`config.mk`:
```
export PLATFORM = sky130hd
export DESIGN_NAME = z88_bus_master
export DESIGN_NICKNAME = d
export VERILOG_FILES = /design/src/rtl/z88_bus_master.sv
export SDC_FILE = /design/constraint.sdc
export NUM_CORES = 1
export LEC_CHECK = 0
export BUFFER_PORTS_ARGS = -buffer_cell sky130_fd_sc_hd__buf_4
export CAP_MARGIN = 30
export CORE_MARGIN = 5
export CORE_UTILIZATION = 40
export DETAILED_ROUTE_END_ITERATION = 10
export GPL_ROUTABILITY_DRIVEN = 0
export GPL_TIMING_DRIVEN = 0
export PLACE_DENSITY = 0.65
export SYNTH_ARGS = -nofsm -noshare
export SYNTH_HDL_FRONTEND = slang
export SYNTH_SLANG_ARGS = --single-unit
```
`constraint.sdc`:
```
create_clock -name mck -period 2.6 [get_ports mck]
set_clock_uncertainty 0.1 [all_clocks]
set_input_delay 0.13 -clock mck [delete_from_list [all_inputs] [get_ports mck]]
set_output_delay 0.13 -clock mck [all_outputs]
set_load 0.01 [all_outputs]
```
`src/rtl/z88_bus_master.sv`:
```
// z88_bus_master: issues single Z80-style memory / I/O cycles toward Blink,
// pacing address setup and strobe width in pm1 T-states, with an mck timeout.
module z88_bus_master #(
    parameter int MEM_TSTATES = 3,
    parameter int IO_TSTATES  = 4,
    parameter int TIMEOUT     = 1024
) (
    input  logic        mck,
    input  logic        rin_n,
    input  logic        pm1,
    input  logic        req,
    input  logic        req_io,
    input  logic        req_wr,
    input  logic [15:0] req_addr,
    input  logic [7:0]  req_wdata,
    output logic        busy,
    output logic        ack,
    output logic        err,
    output logic [7:0]  rdata,
    output logic [15:0] ca,
    output logic [7:0]  cdi,
    input  logic [7:0]  cdo,
    output logic        mrq_n,
    output logic        ior_n,
    output logic        crd_n,
    output logic        cm1_n,
    output logic        hlt_n
);
    typedef enum logic [1:0] {IDLE, ADDR, STRB, DONE} state_t;

    localparam logic [3:0]  MEM_N = 4'(MEM_TSTATES);
    localparam logic [3:0]  IO_N  = 4'(IO_TSTATES);
    localparam logic [15:0] TOUT  = 16'(TIMEOUT);

    state_t      state, state_nxt;
    logic        busy_nxt, ack_nxt, err_nxt;
    logic [7:0]  rdata_nxt, cdi_nxt;
    logic [15:0] ca_nxt;
    logic        mrq_n_nxt, ior_n_nxt, crd_n_nxt;
    logic        io, io_nxt, wr, wr_nxt;
    logic [15:0] addr, addr_nxt;
    logic [7:0]  wdata, wdata_nxt;
    logic [3:0]  tcnt, tcnt_nxt;
    logic [15:0] timer, timer_nxt, timer_inc;
    logic        tout, tout_nxt;
    logic [3:0]  n_sel;

    assign cm1_n = 1'b1;
    assign hlt_n = 1'b1;
    assign n_sel = io ? IO_N : MEM_N;

    always_ff @(posedge mck or negedge rin_n) begin
        if (!rin_n) begin
            state <= IDLE;
            busy  <= 1'b0;
            ack   <= 1'b0;
            err   <= 1'b0;
            rdata <= 8'h00;
            ca    <= 16'h0000;
            cdi   <= 8'h00;
            mrq_n <= 1'b1;
            ior_n <= 1'b1;
            crd_n <= 1'b1;
            io    <= 1'b0;
            wr    <= 1'b0;
            addr  <= 16'h0000;
            wdata <= 8'h00;
            tcnt  <= 4'd0;
            timer <= 16'h0000;
            tout  <= 1'b0;
        end else begin
            state <= state_nxt;
            busy  <= busy_nxt;
            ack   <= ack_nxt;
            err   <= err_nxt;
            rdata <= rdata_nxt;
            ca    <= ca_nxt;
            cdi   <= cdi_nxt;
            mrq_n <= mrq_n_nxt;
            ior_n <= ior_n_nxt;
            crd_n <= crd_n_nxt;
            io    <= io_nxt;
            wr    <= wr_nxt;
            addr  <= addr_nxt;
            wdata <= wdata_nxt;
            tcnt  <= tcnt_nxt;
            timer <= timer_nxt;
            tout  <= tout_nxt;
        end
    end

    always_comb begin
        state_nxt = state;
        busy_nxt  = busy;
        ack_nxt   = 1'b0;
        err_nxt   = 1'b0;
        rdata_nxt = rdata;
        ca_nxt    = ca;
        cdi_nxt   = cdi;
        mrq_n_nxt = mrq_n;
        ior_n_nxt = ior_n;
        crd_n_nxt = crd_n;
        io_nxt    = io;
        wr_nxt    = wr;
        addr_nxt  = addr;
        wdata_nxt = wdata;
        tcnt_nxt  = tcnt;
        timer_nxt = timer;
        tout_nxt  = tout;
        timer_inc = timer + 16'd1;

        case (state)
            IDLE: begin
                // busy is still high during the ack cycle; drop it before accepting again
                if (busy) begin
                    busy_nxt = 1'b0;
                end else if (req) begin
                    io_nxt    = req_io;
                    wr_nxt    = req_wr;
                    addr_nxt  = req_addr;
                    wdata_nxt = req_wdata;
                    timer_nxt = 16'h0000;
                    tout_nxt  = 1'b0;
                    busy_nxt  = 1'b1;
                    state_nxt = ADDR;
                end
            end
            ADDR, STRB: begin
                timer_nxt = timer_inc;
                if (timer_inc == TOUT) begin
                    mrq_n_nxt = 1'b1;
                    ior_n_nxt = 1'b1;
                    crd_n_nxt = 1'b1;
                    cdi_nxt   = 8'h00;
                    ca_nxt    = 16'h0000;
                    rdata_nxt = 8'hFF;
                    tout_nxt  = 1'b1;
                    state_nxt = DONE;
                end else if (pm1) begin
                    if (state == ADDR) begin
                        ca_nxt    = addr;
                        crd_n_nxt = wr;
                        cdi_nxt   = wr ? wdata : 8'h00;
                        tcnt_nxt  = 4'd0;
                        state_nxt = STRB;
                    end else if (tcnt == 4'd0) begin
                        // one full T-state of address setup has elapsed
                        if (io) ior_n_nxt = 1'b0;
                        else    mrq_n_nxt = 1'b0;
                        tcnt_nxt = 4'd1;
                    end else if (tcnt == n_sel) begin
                        if (!wr) rdata_nxt = cdo;
                        mrq_n_nxt = 1'b1;
                        ior_n_nxt = 1'b1;
                        crd_n_nxt = 1'b1;
                        cdi_nxt   = 8'h00;
                        ca_nxt    = 16'h0000;
                        state_nxt = DONE;
                    end else begin
                        tcnt_nxt = tcnt + 4'd1;
                    end
                end
            end
            DONE: begin
                ack_nxt   = 1'b1;
                err_nxt   = tout;
                state_nxt = IDLE;
            end
            default: state_nxt = IDLE;
        endcase
    end
endmodule

```
; ---- Word-level counts from Yosys, hierarchy flattened
; Index checks and enable logic that the tools add are counted.
[totals]
regBits = 87
input_bits = 38
elab_cells = 111
[classes]
n_addsub = 2
eq_ne = 18
n_mux = 55
n_bitwise = 2
reduce_logical = 17
[op_table]
columns = op, n
row1 = $mux 16, 7
row2 = $mux 8, 12
row3 = $pmux 16 s2, 1
row4 = $mux 1, 22
row5 = $add 16x1->16 const B, 1
row6 = $eq 16x11->1 const B, 1
row7 = $ne 3x3->1 const B, 5
row8 = $reduce_and 5->1, 3
row9 = $mux 2, 7
row10 = $mux 4, 3
row11 = $reduce_and 4->1, 3
row12 = $ne 2x2->1 const B, 5
row13 = $ne 4x4->1 const B, 2
row14 = $pmux 2 s3, 1
row15 = $reduce_and 3->1, 2
row16 = $reduce_and 6->1, 1
row17 = $reduce_bool 2->1, 3
row18 = $reduce_bool 3->1, 2
row19 = $add 4x1->4 const B, 1
row20 = $eq 2x2->1 const B, 2
row21 = $eq 4x3->1, 1
row22 = $logic_not 4->1, 1
row23 = $mux 3, 1
row24 = $eq 2x1->1 const B, 1
row25 = 5 further kinds, 6

; ---- Longest topological paths before layout
; Gate-level depths: netlist of run 1.
[depth]
depth_word = 8
depth_mapped = 10
depth_no_buf = 8

; ---- Least setup slack after synthesis of run 1
; Ideal clock, no wire load.
[synth_path]
kind = flip-flop to flip-flop
start = register timer[0]
end = register cdi[0]
t_arrival_ns = 2.202
t_required_ns = 2.378
setup_slack_ns = 0.176
stages_incl_launch_ff = 11
path_buffers = 2
synth_period_minus_slack_ns = 2.424
cell_sequence = dfrtp_1 > ha_1 > nand3_1 > nor3_2 > nand3_1 > o21ai_1 > a31oi_2 > and2_1 > buf_6 > buf_6 > a32o_1
[synth_via]
elab_chain_cells = 4
word_cells_on_any_way = 7
cone_classes = add/sub (1) / eq/ne (2) / mux (1) / reduce/logical (3)
[synth_lines]
columns = item, line
row1 = "start, declared", 44  ; logic [15:0] timer, timer_nxt, timer_inc;
row2 = "start signal, assigned", 87  ; timer <= timer_nxt;
row3 = $add 16x1->16 (*), 110  ; timer_inc = timer + 16'd1;
row4 = $eq 16x11->1 (*), 130  ; if (timer_inc == TOUT) begin
row5 = "$ne 3x3->1 (no line), or another cell as far along", -
row6 = $reduce_and 4->1 (no line), -
row7 = "end signal, assigned", 78  ; cdi <= cdi_nxt;
row8 = "end, declared", 21  ; output logic [7:0] cdi,
; Every way passes the cells marked *; elsewhere a longest branch is shown, timed or not.
; A chain may end at the register's enable or synchronous reset.

; ---- Worst setup path in the final report of run 1
[layout_path]
start = register timer[0]
end = register ca[6]
[layout_via]
elab_chain_cells = 4
word_cells_on_any_way = 7
cone_classes = add/sub (1) / eq/ne (2) / mux (1) / reduce/logical (3)
[layout_lines]
columns = item, line
row1 = $add 16x1->16 (*), 110
row2 = $eq 16x11->1 (*), 130
row3 = "$ne 3x3->1 (no line), or another cell as far along", -
row4 = $reduce_and 4->1 (no line), -
row5 = "end signal, assigned", 77  ; ca <= ca_nxt;
row6 = "end, declared", 20  ; output logic [15:0] ca,
; Marks and branches as above.

==> flow_summary.toml, run 1 <==
[outcome]
status = "completed"

[detailed_routing]
final_antenna_net_count = 0
wl_per_cell_um = 15.83
drc = 0
first_pass_iters = 4
vias = 3159
routed_wl_mm = 9.688
drtIter0Drc = 143
routed_via_density = 5.162

[critical_path]
crit_top_cell = "buf_4"
crit_chain = "and4_1 > buf_4 > a32o_2 > a21oi_2 > nor4_4 > buf_4 > nand3_2 > a21o_2 > buf_2 > a22o_1"
critPathKind = "reg -> reg"
path_max_fanout = 10
cp_slowest_stage_delay_ns = 0.42
worst_setup_path_end_kind = "flop"
worstPathArrival_ns = 2.71
cp.required_ns = 2.75
start_kind = "flop"
critical_path.slowest_cell = "dfrtp_1"

[cts]
clk_pin_slew_worst_paths_ns = 0.09
numCtsBuffers = 9
clock_path_buffers = 2
cts_max_level = 3
root_buffer = "clkbuf_8"
clk_latency_ns = 0.36
cts.sinks = 87
cts_tree = "done"

[grt]
grt.overflow.total = 0
grt_use_total_pct = 17.07
antenna_found_initial = 0
grt_pass1_vias = 3207
use_met2_pct = 27.24
grt_first_pass_wirelength_mm = 16.09
grt_busiest_layer = "met2"
grt_start_max_net_pins = 58
use_met1_pct = 22.67
use_met3_pct = 5.151

[yosys]
post-synth-top-area-cell = "dfrtp_1"
avgSynthCellArea_um2 = 11.42
synth.most_common_cell = "dfrtp_1"
ys.flop_type = "dfrtp_1"
synth_commonest_cells = "84 x dfrtp_1, 27 x o21ai_0, 26 x mux2_2"
synth_area_um2 = 3939
synth_edf_count = 0
synth_seq_area_share_pct = 55.37
yosys_warnings = 0
yosysTopAreaCellShare_pct = 53.37
synth_area_leaders = "dfrtp_1 53%, mux2_2 7.4%, a22o_1 3.8%"
synth_cell_types = 49
synthCells = 345
synth_seq_cells = 87
async_flop_share_pct = 100.0

[timing]
finalCritPeriodShare_pct = 98.28
worstMarginPinSlew_ns = 0.6954
rsz0062_at_grt = "true"
hold_ws_ns = 0.1003
hold_viol_final = 0
max-slew-margin-rel_pct = 53.15
maxSlewViolCount = 0
finalWorstPathRequiredPeriod_ns = 2.555
max_freq_mhz = 391.3
finalSetupViolCount = 0

[place]
dp_hpwl_mm = 6.565
io_buffers = 75

[cells_and_area]
fin_util_pct = 55.92
nets = 518
drive_above_1_share_pct = 32.99
diodes = 0
synthToLayoutAreaGrowth_pct = 37.48

[pwr]
ir_drop_mv = 0.6377
p_int_mw = 3.740
sw_frac_of_total_pct = 35.18
seqPwrFrac_pct = 39.3
comb_power_share_pct = 40.4
p_total_mw = 5.769
p_switching_mw = 2.029
power_frac_clock_pct = 20.3
leakage_nw = 2.406
cellPowerDensity_nw_per_um2 = 1065

[floorplan]
fp.dieW_um = 109.2
io_pins = 78
rows = 36
core_area_um2 = 9684
die_h_um = 109.2
die_area_um2 = 11930
start_util_pct = 40.67

[hold_path]
min_path_type = "in -> reg"

[flow_run]
cap_violations = 0
==> worst paths after layout <==
kind	slack [ns]	start	depth (start not counted)	endpoint
hold reg to reg	0.39	addr[2]$_DFFE_PN0P_	1	ca[2]$_DFFE_PN0P_
max in group asynchronous	1.59	rin_n	3	ior_n$_DFFE_PN1P_
min in group asynchronous	0.13	rin_n	2	timer[10]$_DFFE_PN0P_
setup reg to reg	0.04	timer[0]$_DFFE_PN0P_	10	ca[6]$_DFFE_PN0P_
setup / recovery	0.04	timer[0]$_DFFE_PN0P_	10	ca[6]$_DFFE_PN0P_
hold / removal	0.10	pm1	4	state[0]$_DFFE_PN0P_
==> layout make-up <==
| cell class | instances | area, um^2 |
|---|---|---|
| clock inverter | 6 | 117.6 |
| inverter | 12 | 45.04 |
| sequential | 87 | 2182 |
| tap | 133 | 166.4 |
| multi-input combinational | 224 | 1659 |
| fill | 815 | 4269 |
| buffer | 23 | 131.4 |
| timing repair buffer | 117 | 985.9 |
| clock buffer | 10 | 127.6 |
==> power by group through the flow <==
| stage | clock network (mW) | logic [mW] | registers (mW) |
|---|---|---|---|
| after global placement | 0 | 2.18 | 2.26 |
| final | 1.17 | 2.33 | 2.27 |
| after global routing | 1.24 | 2.57 | 2.34 |
| after detailed placement | 0 | 2.25 | 2.28 |
| after floorplan | 0 | 1.28 | 2.33 |
| after CTS | 1.18 | 2.31 | 2.26 |
==> cell usage in the layout, fill, tap and decap left out, types with 3 or more instances in the layout <==
cell	n
xor2_1	3
clkbuf_4	3
and3_1	6
ha_1	5
buf_4	84
mux2_2	26
clkbuf_8	9
or3_1	3
nand2_1	23
inv_1	12
nand3_1	15
buf_2	4
nand2b_1	3
dfrtp_1	83
bufinv_16	3
nor2_1	12
and2_1	4
dlygate4sd3_1	35
clkbuf_1	10
nand4_1	4
o31ai_1	5
a21oi_1	13
a22o_1	17
o22a_1	8
nor3_1	3
a32o_1	8
o21ai_0	27
dfstp_2	3
==> sequential cells by signal (all words and copies together), names as in the netlist, 2 cells and up <==
signal and count:
addr 16, ca 16, timer 16, cdi 8, rdata 8, wdata 8, tcnt 4, state 2
==> critical path, delay by kind of cell, from the launching register on <==
family                 cells  cell delay (ns)
buffers and inverters      3             0.54
AND/OR/NAND/NOR            3             0.58
flip-flops                 1             0.42
AO/OA/AOI/OAI              4             0.80
==> per-layer routing <==
layer | part of all wire [%] | wire length (um)
met5 | 0 | 0
met4 | 1.2 | 114
met3 | 6.0 | 585
met2 | 49 | 4760
met1 | 44 | 4228
==> cell families (layout without fill, tap and decap cells) <==
logic type | Yosys count | count (layout) | synth area share, %
AOI/OAI and AO/OA | 100 | 100 | 18.27
xor gates and xnor gates | 5 | 5 | 1.112
adders and majority gates | 6 | 6 | 1.906
buffers and inverters | 35 | 168 | 4.225
DFF | 87 | 87 | 55.37
muxes | 26 | 26 | 7.433
other | 1 | 2 | 0.09521
and+or+nand+nor | 85 | 85 | 11.59
==> metrics by stage <==
step                instance area (um^2)  setup TNS, ns  cells  setup slack (ns)
finish                              5415              0    612           0.04470
global route                        5415         -1.500    612          -0.08897
CTS                                 5345              0    608          0.002681
detailed placement                  4700         -9.408    555           -0.3295
global placement                    4672         -6.924    554           -0.2603
floorplan                           3943              0    346            0.1764
==> what timing repair did <==
action / CTS / global route
setup endpoints to repair: 33 / 41
pin swaps: 3 / 5
buffers inserted: 2 / 4
resized for setup: 8 / 15
endpoints found under the hold margin: 91 / 0
hold buffers: 35 / 0
(Power assumes the default switching activity.)
==> inputs of run 2 (changes only) <==
Settings changed: CORE_UTILIZATION 40 to 49, HOLD_SLACK_MARGIN set to 0.05, PLACE_DENSITY 0.65 to 0.77, TNS_END_PERCENT set to 10.
==> run 2 against run 1 <==
Against the previous run: cell count fell by 4.4%; sequential cell count unchanged; global-route usage up 3.4 points; fmax rose by 0.77%; clock power shrank 21%; non-clock buffer count increased by 4; die area fell by 17%; sequential power is essentially flat; count of clock-buffer cells in the layout is 1 lower; combinational power up 2%; worst setup slack improved by 0.020 ns; critical endpoint is now ca[8]$_DFFE_PN0P_; highest routed layer unchanged.
==> flow_summary.toml, run 2 (synthesis results as in run 1) <==
[detailed_routing]
wl_met1_mm = 4.064
routed_wl_mm = 9.928
wl_per_cell_um = 16.97
wl_met2_mm = 5.118
final_antenna_net_count = 0
highest_layer = "met4"
routed_via_density = 5.600
first_pass_iters = 5
drc = 0
vias = 3276
drtIter0Drc = 201
route.met3.wl_um = 642

[cts]
clk_pin_slew_worst_paths_ns = 0.10
cts_max_level = 3
cts_tree = "done"
numCtsBuffers = 9
clk_latency_ns = 0.36
clock_path_buffers = 2
root_buffer = "clkbuf_8"
cts.sinks = 87

[timing]
finalWorstPathRequiredPeriod_ns = 2.536
worstMarginPinSlew_ns = 0.7761
fin_tns_setup_ns = 0
finalSetupViolCount = 0
maxSlewViolCount = 0
hold_ws_ns = 0.06159
finalCritPeriodShare_pct = 97.53
rsz0062_at_grt = "true"
max-slew-margin-rel_pct = 47.71
hold_viol_final = 0
max_freq_mhz = 394.4

[critical_path]
reg2reg_to = "ca[8]$_DFFE_PN0P_"
crit_top_cell = "nand3_2"
reg2reg_from = "timer[0]$_DFFE_PN0P_"
ff2ff_path_depth = 9
reg2reg_slack_ns = 0.06
start_kind = "flop"
cp_slowest_stage_delay_ns = 0.41
worst_setup_path_end_kind = "flop"
critical_path.slowest_cell = "dfrtp_1"
worstPathArrival_ns = 2.68
crit_chain = "ha_2 > nand3_2 > nor3_4 > nand3_1 > o21ai_4 > nand3_2 > a21o_2 > buf_2 > a22o_1"
path_max_fanout = 10
critical-path-top-delay-family = "compound AO/OA/AOI/OAI gates"
cp.depth = 9
cp.required_ns = 2.75
critPathKind = "reg -> reg"
worst-path-buf-inv = 1

[cells_and_area]
diodes = 0
mostFrequentLayoutCells = "89 x buf_4, 82 x dfrtp_1, 35 x dlygate4sd3_1"
nets = 522
fill_cells = 581
top_regs = "addr: 16 flops, ca: 16 flops, timer: 16 flops"
final_common_cell = "buf_4"
drive_above_1_share_pct = 33.33
synthToLayoutAreaGrowth_pct = 35.55

[hold_path]
min_path_type = "in -> reg"
hold_path_depth = 3
hold_start = "pm1"
min_to = "tcnt[2]$_DFFE_PN0P_"

[grt]
grt_pass1_vias = 3205
grt_first_pass_wirelength_mm = 15.94
antenna_found_initial = 0
grt_use_total_pct = 20.49
grt_start_max_net_pins = 66
grt.overflow.total = 0

[place]
dp_hpwl_mm = 6.460
io_buffers = 75

[pwr]
ir_drop_mv = 0.6575
cellPowerDensity_nw_per_um2 = 1047
leakage_nw = 2.396

[floorplan]
die_h_um = 99.66
start_util_pct = 50.71
rows = 32
die_area_um2 = 9931
fp.dieW_um = 99.66
io_pins = 78
core_area_um2 = 7767

[flow_run]
cap_violations = 0

[outcome]
status = "completed"
[run 2: cell count changes in the layout (fill, tap and decap cells not counted), moves of 3 or more]
cell	delta
buf_4	+5
clkbuf_4	-3
inv_8	+3
bufinv_16	-3
[run 2: worst min-delay path: cells and delay by family]
| kind | cells | cell delay [ns] |
|---|---|---|
| buf+inv | 1 | 0.13 |
| simple gates | 1 | 0.11 |
| compound gates | 1 | 0.12 |
[run 2: metal layers]
metal / GRT usage, % / up-vias
met4: 4.937 / 0
met5: 0 / -
met2: 34.50 / 105
met3: 6.311 / 10
met1: 25.94 / 1636
li1: - / 1525
[run 2: repair_timing]
item,CTS,global route
pin swaps,2,3
setup buffers,3,7
gates resized for setup,9,8
hold buffers,35,0
setup endpoints to repair,33,44
hold endpoints to repair,118,0
[run 2: how the worst max path moves through the flow]
stage,startpoint,end,slack [ns]
after detailed placement,timer[0]$_DFFE_PN0P_,ca[8]$_DFFE_PN0P_,-0.28
after global placement,timer[0]$_DFFE_PN0P_,rdata[3]$_DFFE_PN0P_,-0.19
after CTS,timer[3]$_DFFE_PN0P_,cdi[0]$_DFFE_PN0P_,0.02
after global routing,timer[0]$_DFFE_PN0P_,ca[8]$_DFFE_PN0P_,-0.02
final,timer[0]$_DFFE_PN0P_,ca[8]$_DFFE_PN0P_,0.06
after floorplan,timer[0]$_DFFE_PN0P_,cdi[0]$_DFFE_PN0P_,0.18
[run 2: report_power, final]
part           total, mW  switching [mW]  internal [mW]  leakage, nW
Sequential          2.27           0.361           1.91         1.06
Combinational       2.38            1.18           1.20         1.24
Clock              0.930           0.551          0.379       0.0977
Total               5.59            2.09           3.49         2.40
[run 2: area by class of cell]
cell class                      instances  area (um^2)  area share [%]
Buffer                                 23        125.1           2.344
Sequential cell                        87         2183           40.90
Clock inverter                          7        70.07           1.312
Tap cell                              102        127.6           2.390
Clock buffer                            9        123.9           2.320
Multi-Input combinational cell        224         1648           30.86
Timing Repair Buffer                  121         1016           19.03
Inverter                               12        45.04          0.8437
[run 2: through the flow]
| stage | worst slack, ns | util, % | instance area (um^2) | instances | total power [mW] |
|---|---|---|---|---|---|
| detailed placement | -0.2799 | 60.00 | 4661 | 524 | 4.526 |
| global route | -0.01597 | 68.73 | 5339 | 585 | 5.964 |
| CTS | 0.01735 | 67.82 | 5268 | 578 | 5.520 |
| global placement | -0.1935 | 59.65 | 4633 | 523 | 4.417 |
| finish | 0.06420 | 68.73 | 5339 | 585 | 5.589 |
| floorplan | 0.1764 | - | 3943 | 346 | 3.611 |
